**src/rtl/stage_mem_pkg.sv**
```systemverilog
// Shared definitions for the MIPS memory stage: datapath width, FSM encodings and a decode helper.
package stage_mem_pkg;

    localparam int WORD = 32;

    localparam logic [0:0] MEM_IDLE = 1'b0;
    localparam logic [0:0] MEM_WAIT = 1'b1;

    function automatic logic is_memop(input logic mem_read, input logic mem_write);
        return mem_read | mem_write;
    endfunction

endpackage

```
**src/rtl/stage_mem_memwb.sv**
```systemverilog
// MEM/WB pipeline register, falling-edge clocked; a bubble clears every field so writeback is a no-op.
module buffer_memwb
    import stage_mem_pkg::*;
#(
    parameter int DATA_W = WORD
) (
    input  logic              clk,
    input  logic              reset,
    input  logic              bubble_in,
    input  logic [DATA_W-1:0] read_data_in,
    input  logic [DATA_W-1:0] result_in,
    input  logic [4:0]        reg_dst_in,
    input  logic              mem_to_reg_in,
    input  logic              reg_write_in,
    output logic [DATA_W-1:0] read_data_out,
    output logic [DATA_W-1:0] result_out,
    output logic [4:0]        reg_dst_out,
    output logic              mem_to_reg_out,
    output logic              reg_write_out
);

    logic [DATA_W-1:0] read_data_q, read_data_d;
    logic [DATA_W-1:0] result_q, result_d;
    logic [4:0]        reg_dst_q, reg_dst_d;
    logic              mem_to_reg_q, mem_to_reg_d;
    logic              reg_write_q, reg_write_d;

    always_comb begin
        read_data_d  = '0;
        result_d     = '0;
        reg_dst_d    = '0;
        mem_to_reg_d = 1'b0;
        reg_write_d  = 1'b0;
        if (!bubble_in) begin
            read_data_d  = read_data_in;
            result_d     = result_in;
            reg_dst_d    = reg_dst_in;
            mem_to_reg_d = mem_to_reg_in;
            reg_write_d  = reg_write_in;
        end
    end

    always_ff @(negedge clk or negedge reset) begin
        if (!reset) begin
            read_data_q  <= '0;
            result_q     <= '0;
            reg_dst_q    <= '0;
            mem_to_reg_q <= 1'b0;
            reg_write_q  <= 1'b0;
        end else begin
            read_data_q  <= read_data_d;
            result_q     <= result_d;
            reg_dst_q    <= reg_dst_d;
            mem_to_reg_q <= mem_to_reg_d;
            reg_write_q  <= reg_write_d;
        end
    end

    assign read_data_out  = read_data_q;
    assign result_out     = result_q;
    assign reg_dst_out    = reg_dst_q;
    assign mem_to_reg_out = mem_to_reg_q;
    assign reg_write_out  = reg_write_q;

endmodule

```
**src/rtl/stage_mem.sv**
```systemverilog
// MIPS memory stage: req/ack data-memory access with upstream stall and MEM/WB capture.
// Optional access watchdog enabled with `define MEMSTAGE_TIMEOUT_EN.
module stage_mem
    import stage_mem_pkg::*;
#(
    parameter int DATA_W         = WORD,
    parameter int TIMEOUT_CYCLES = 16
) (
    input  logic              clk,
    input  logic              reset,
    input  logic [DATA_W-1:0] Branch_Target_in,
    input  logic [DATA_W-1:0] Result_in,
    input  logic [DATA_W-1:0] MemWriteData_in,
    input  logic [4:0]        RegDstAddress_in,
    input  logic              zero_in,
    input  logic              Branch_in,
    input  logic              MemRead_in,
    input  logic              MemWrite_in,
    input  logic              MemtoReg_in,
    input  logic              RegWrite_in,
    output logic              PCSrc,
    output logic [DATA_W-1:0] Branch_Target_out,
    output logic              stall,
    output logic              dmem_req,
    output logic              dmem_we,
    output logic [DATA_W-1:0] dmem_addr,
    output logic [DATA_W-1:0] dmem_wdata,
    input  logic [DATA_W-1:0] dmem_rdata,
    input  logic              dmem_ack,
    output logic [DATA_W-1:0] ReadData_out,
    output logic [DATA_W-1:0] Result_out,
    output logic [4:0]        RegDstAddress_out,
    output logic              MemtoReg_out,
    output logic              RegWrite_out,
    output logic              mem_error
);

    logic [0:0]        state_q, state_d;
    logic              req_q, req_d;
    logic              we_q, we_d;
    logic [DATA_W-1:0] addr_q, addr_d;
    logic [DATA_W-1:0] wdata_q, wdata_d;

    logic              memop;
    logic              in_wait;
    logic              ack_done;
    logic              timeout_hit;
    logic              wb_bubble;
    logic [DATA_W-1:0] wb_read_data;

`ifdef MEMSTAGE_TIMEOUT_EN
    localparam int CNT_W = $clog2(TIMEOUT_CYCLES + 1);

    logic [CNT_W-1:0] cnt_q, cnt_d;
    logic             err_q, err_d;

    // Counter sits at zero outside WAIT, so every new access starts a fresh window.
    always_comb begin
        timeout_hit = in_wait & ~dmem_ack & (cnt_q == CNT_W'(TIMEOUT_CYCLES - 1));
        cnt_d       = in_wait ? cnt_q + 1'b1 : '0;
        err_d       = err_q | timeout_hit;
    end

    always_ff @(negedge clk or negedge reset) begin
        if (!reset) begin
            cnt_q <= '0;
            err_q <= 1'b0;
        end else begin
            cnt_q <= cnt_d;
            err_q <= err_d;
        end
    end

    assign mem_error = err_q;
`else
    assign timeout_hit = 1'b0;
    assign mem_error   = 1'b0;
`endif

    // An aborted access also releases the stall so upstream retires the failed op instead of reissuing it.
    always_comb begin
        memop        = is_memop(MemRead_in, MemWrite_in);
        in_wait      = (state_q == MEM_WAIT);
        ack_done     = in_wait & dmem_ack;
        stall        = (~in_wait & memop) | (in_wait & ~dmem_ack & ~timeout_hit);
        PCSrc        = Branch_in & zero_in & ~stall;
        wb_bubble    = (~in_wait & memop) | (in_wait & ~dmem_ack);
        wb_read_data = (ack_done & ~MemWrite_in) ? dmem_rdata : '0;
    end

    always_comb begin
        state_d = state_q;
        req_d   = req_q;
        we_d    = we_q;
        addr_d  = addr_q;
        wdata_d = wdata_q;
        if (!in_wait) begin
            if (memop) begin
                state_d = MEM_WAIT;
                req_d   = 1'b1;
                we_d    = MemWrite_in;
                addr_d  = Result_in;
                wdata_d = MemWriteData_in;
            end
        end else if (dmem_ack || timeout_hit) begin
            state_d = MEM_IDLE;
            req_d   = 1'b0;
        end
    end

    always_ff @(negedge clk or negedge reset) begin
        if (!reset) begin
            state_q <= MEM_IDLE;
            req_q   <= 1'b0;
            we_q    <= 1'b0;
            addr_q  <= '0;
            wdata_q <= '0;
        end else begin
            state_q <= state_d;
            req_q   <= req_d;
            we_q    <= we_d;
            addr_q  <= addr_d;
            wdata_q <= wdata_d;
        end
    end

    assign Branch_Target_out = Branch_Target_in;
    assign dmem_req          = req_q;
    assign dmem_we           = we_q;
    assign dmem_addr         = addr_q;
    assign dmem_wdata        = wdata_q;

    buffer_memwb #(
        .DATA_W(DATA_W)
    ) u_memwb (
        .clk            (clk),
        .reset          (reset),
        .bubble_in      (wb_bubble),
        .read_data_in   (wb_read_data),
        .result_in      (Result_in),
        .reg_dst_in     (RegDstAddress_in),
        .mem_to_reg_in  (MemtoReg_in),
        .reg_write_in   (RegWrite_in),
        .read_data_out  (ReadData_out),
        .result_out     (Result_out),
        .reg_dst_out    (RegDstAddress_out),
        .mem_to_reg_out (MemtoReg_out),
        .reg_write_out  (RegWrite_out)
    );

endmodule

```
**config.mk**
```make
export PLATFORM = sky130hd
export DESIGN_NAME = stage_mem
export DESIGN_NICKNAME = d
export VERILOG_FILES = /design/src/rtl/stage_mem_pkg.sv /design/src/rtl/stage_mem_memwb.sv /design/src/rtl/stage_mem.sv
export SDC_FILE = /design/constraint.sdc
export NUM_CORES = 1
export LEC_CHECK = 0
export ABC_AREA = 1
export CAP_MARGIN = 20
export CORE_AREA = 2 2 121 123
export DETAILED_ROUTE_END_ITERATION = 7
export DIE_AREA = 0 0 123 125
export DONT_BUFFER_PORTS = 1
export SLEW_MARGIN = 30
export SYNTH_ARGS = -nofsm -noshare
export SYNTH_HDL_FRONTEND = slang
export SYNTH_SLANG_ARGS = --single-unit
```
**constraint.sdc**
```tcl
create_clock -name clk -period 1.2 [get_ports clk]
set_input_delay 0.24 -clock clk [delete_from_list [all_inputs] [get_ports clk]]
set_output_delay 0.24 -clock clk [all_outputs]
set_load 0.01 [all_outputs]
```
==> flow_summary.json <==
{
  "diodes": 0,
  "skew_ns": 0.00487,
  "worstSetupPathType": "reg -> out",
  "synth_area_mm2": 0.00524,
  "total_power_w": 0.0154,
  "grt_max_degree": 139,
  "dr.pass1.iters": 6,
  "final_nets": 685,
  "fp.dieArea_mm2": 0.0154,
  "htree_levels": 4,
  "setup_ws_ns": -0.867,
  "cts_buffer_depth": 2,
  "synth_top_area_share_pct": 65.9,
  "cp-end-kind": "output port",
  "drt_iter0_markers": 191,
  "cts_tree": "yes",
  "drt-vias-per-instance": 4.52,
  "peakVddDrop_mv": 0.948,
  "overflow": 0,
  "core_mm2": 0.0142,
  "place_area_mm2": 0.00522,
  "cts.clk_slew.worst_paths_ns": 0.04,
  "io_pins": 314,
  "maxCapViolCount": 0,
  "cp.required_ns": 0.96,
  "ys_top_cells_by_area": "dfrtn_1 66%, nand2_1 14%, buf_4 5.6%",
  "synth.ff_latch_count": 138,
  "final_layout_size_suffix_gt1_share_pct": 17.4,
  "cts_buffers": 17,
  "row_count": 44,
  "slew_violations": 0,
  "hold_viol_final": 0,
  "ant_nets": 0,
  "areaGrowthSynthToFinish_pct": 21.4,
  "synth_cells": 544,
  "synth_top_cell_by_area": "dfrtn_1",
  "dp_hpwl_mm": 8.69,
  "whs_ns": 0.0331,
  "cts.root.buffer_cell": "clkbuf_16",
  "holdCritPathClass": "in -> async",
  "vias": 3347,
  "start_util_pct": 36.9,
  "port_buffers": 0,
  "die-height_um": 125,
  "finalSetupViolCount": 223,
  "power_density_mw_per_mm2": 2420,
  "cts_num_sinks": 138,
  "totalWireLength_mm": 13.6,
  "worstPathArrival_ns": 1.83,
  "clk_latency_ns": 0.39,
  "grt_usage_pct": 17.5,
  "cp_cell_sequence": "inv_2, o21ai_4, nand2_4, buf_12",
  "grt_pass1_wl_mm": 19.8,
  "cellLeakagePower_nw": 3.53,
  "ys_seq_area_share_pct": 65.9,
  "drt_drc_violations_left": 0,
  "status": "complete, but fails checks",
  "avgSynthCellArea_um2": 9.64,
  "ys_types": 14,
  "cp-start-kind": "register",
  "dp_slack_ns": -0.508,
  "avgRoutedWirePerCell_um": 18.4,
  "grt_pass1_vias": 3512,
  "die_width_um": 123,
  "routabilityCongestion": 0.807,
  "antenna_found_initial": 0,
  "cpPeakStageDelay_ns": 0.45,
  "violations": "negative setup slack",
  "final_area_mm2": 0.00637,
  "crit_slowest_cell": "dfrtn_1",
  "final_util_pct": 44.8,
  "crit_fanout": 4,
  "rsz0062_at_grt": "true",
  "yosys_warnings": 0,
  "synth.net_count": 686
}
-- final timing paths --
check | start | to | slack [ns] | cells past startpoint
max in group asynchronous | reset | u_memwb.result_out[21] | 0.98 | 0
min reg2reg | dmem_wdata[30] | dmem_wdata[30] | 0.50 | 2
min in group clk | Result_in[27] | dmem_addr[27] | 0.44 | 2
max reg2reg | in_wait | dmem_addr[17] | -0.23 | 8
max | in_wait | stall | -0.87 | 4
min | reset | u_memwb.read_data_out[29] | 0.03 | 0
-- area by class of cell --
| class | count | area [µm²] |
|---|---|---|
| well taps | 184 | 230 |
| fillers | 1342 | 7840 |
| repair buffers | 34 | 566 |
| flip-flops and latches | 138 | 3450 |
| multi-input cells | 277 | 1180 |
| clock inverters | 14 | 219 |
| inverters | 75 | 282 |
| clock buffers | 18 | 439 |
-- sequential cells by signal, indices dropped and copies added, names as in the netlist --
name,count
dmem_req,1
in_wait,1
u_memwb.result_out,32
dmem_we,1
dmem_wdata,32
dmem_addr,32
u_memwb.mem_to_reg_out,1
u_memwb.read_data_out,32
u_memwb.reg_dst_out,5
u_memwb.reg_write_out,1
-- metal layers --
metal  part of all wire [%]  vias to the layer above  global-route usage [%]
li1                       -                     1533                       -
met1                     38                     1599                    19.6
met2                     49                      178                    28.6
met3                    9.6                       37                    7.53
met4                    3.1                        0                    7.89
met5                      0                        -                       0
-- cells by family after synthesis --
logic type	after synthesis	synth area share (%)
buffers and inverters	129	13.7
other	1	0.0715
AND/OR/NAND/NOR	274	20.1
AO/OA/AOI/OAI	2	0.262
flip-flops	138	65.9
-- worst max-delay path: cells and delay by family, from the launching register on --
family | cells | cell delay (ns)
AOI/OAI and AO/OA | 1 | 0.07
buffers and inverters | 2 | 0.21
DFF | 1 | 0.45
and+or+nand+nor | 1 | 0.11
-- through the flow --
stage | cells | TNS (ns)
after floorplan | 544 | -38.57
after detailed placement | 688 | -65.61
after CTS | 735 | -83.08
final | 740 | -80.87
after global placement | 688 | -62.29
after global routing | 740 | -89.68
-- what timing repair did --
action | in CTS | in global routing
gates cloned | 7 | 3
setup endpoints to repair | 223 | 255
pin swaps | 2 | 1
buffers inserted | 9 | 2
hold buffers | 0 | 0
endpoints found under the hold margin | 0 | 0
resized for setup | 24 | 12
-- cells in the final DEF (no fill, tap or decap) --
cell type | netlist | routed
bufbuf_16 | 0 | 1
buf_8 | 1 | 1
nor2_2 | 9 | 14
nor2_4 | 0 | 1
o21ai_4 | 0 | 1
or2_4 | 0 | 1
conb_1 | 1 | 1
bufinv_16 | 0 | 5
clkbuf_16 | 0 | 19
nand2_1 | 200 | 188
buf_16 | 0 | 7
a21oi_1 | 1 | 1
clkinv_4 | 0 | 3
buf_6 | 9 | 4
buf_4 | 39 | 12
inv_2 | 0 | 1
dfrtn_1 | 138 | 138
nand2_8 | 0 | 1
clkinv_2 | 0 | 2
clkbuf_8 | 0 | 1
nand2_2 | 1 | 6
inv_1 | 75 | 74
nand2_4 | 0 | 6
nor2_1 | 63 | 57
inv_6 | 0 | 2
clkinvlp_4 | 0 | 2
buf_12 | 0 | 7
-- power by group --
group,internal (W),switching [W]
sequential,0.00580,0.00126
combinational,0.00123,0.00137
clock,0.00376,0.00201
-- synthesized netlist by cell type --
master and count:
buf_6 9, nand2_2 1, nand2_1 200, dfrtn_1 138, buf_2 5, nor2_1 63
a21oi_1 1, inv_1 75, buf_4 39, or2_1 1, o21ai_2 1, conb_1 1
nor2_2 9, buf_8 1
No activity file was read; power rests on OpenSTA's default activity.
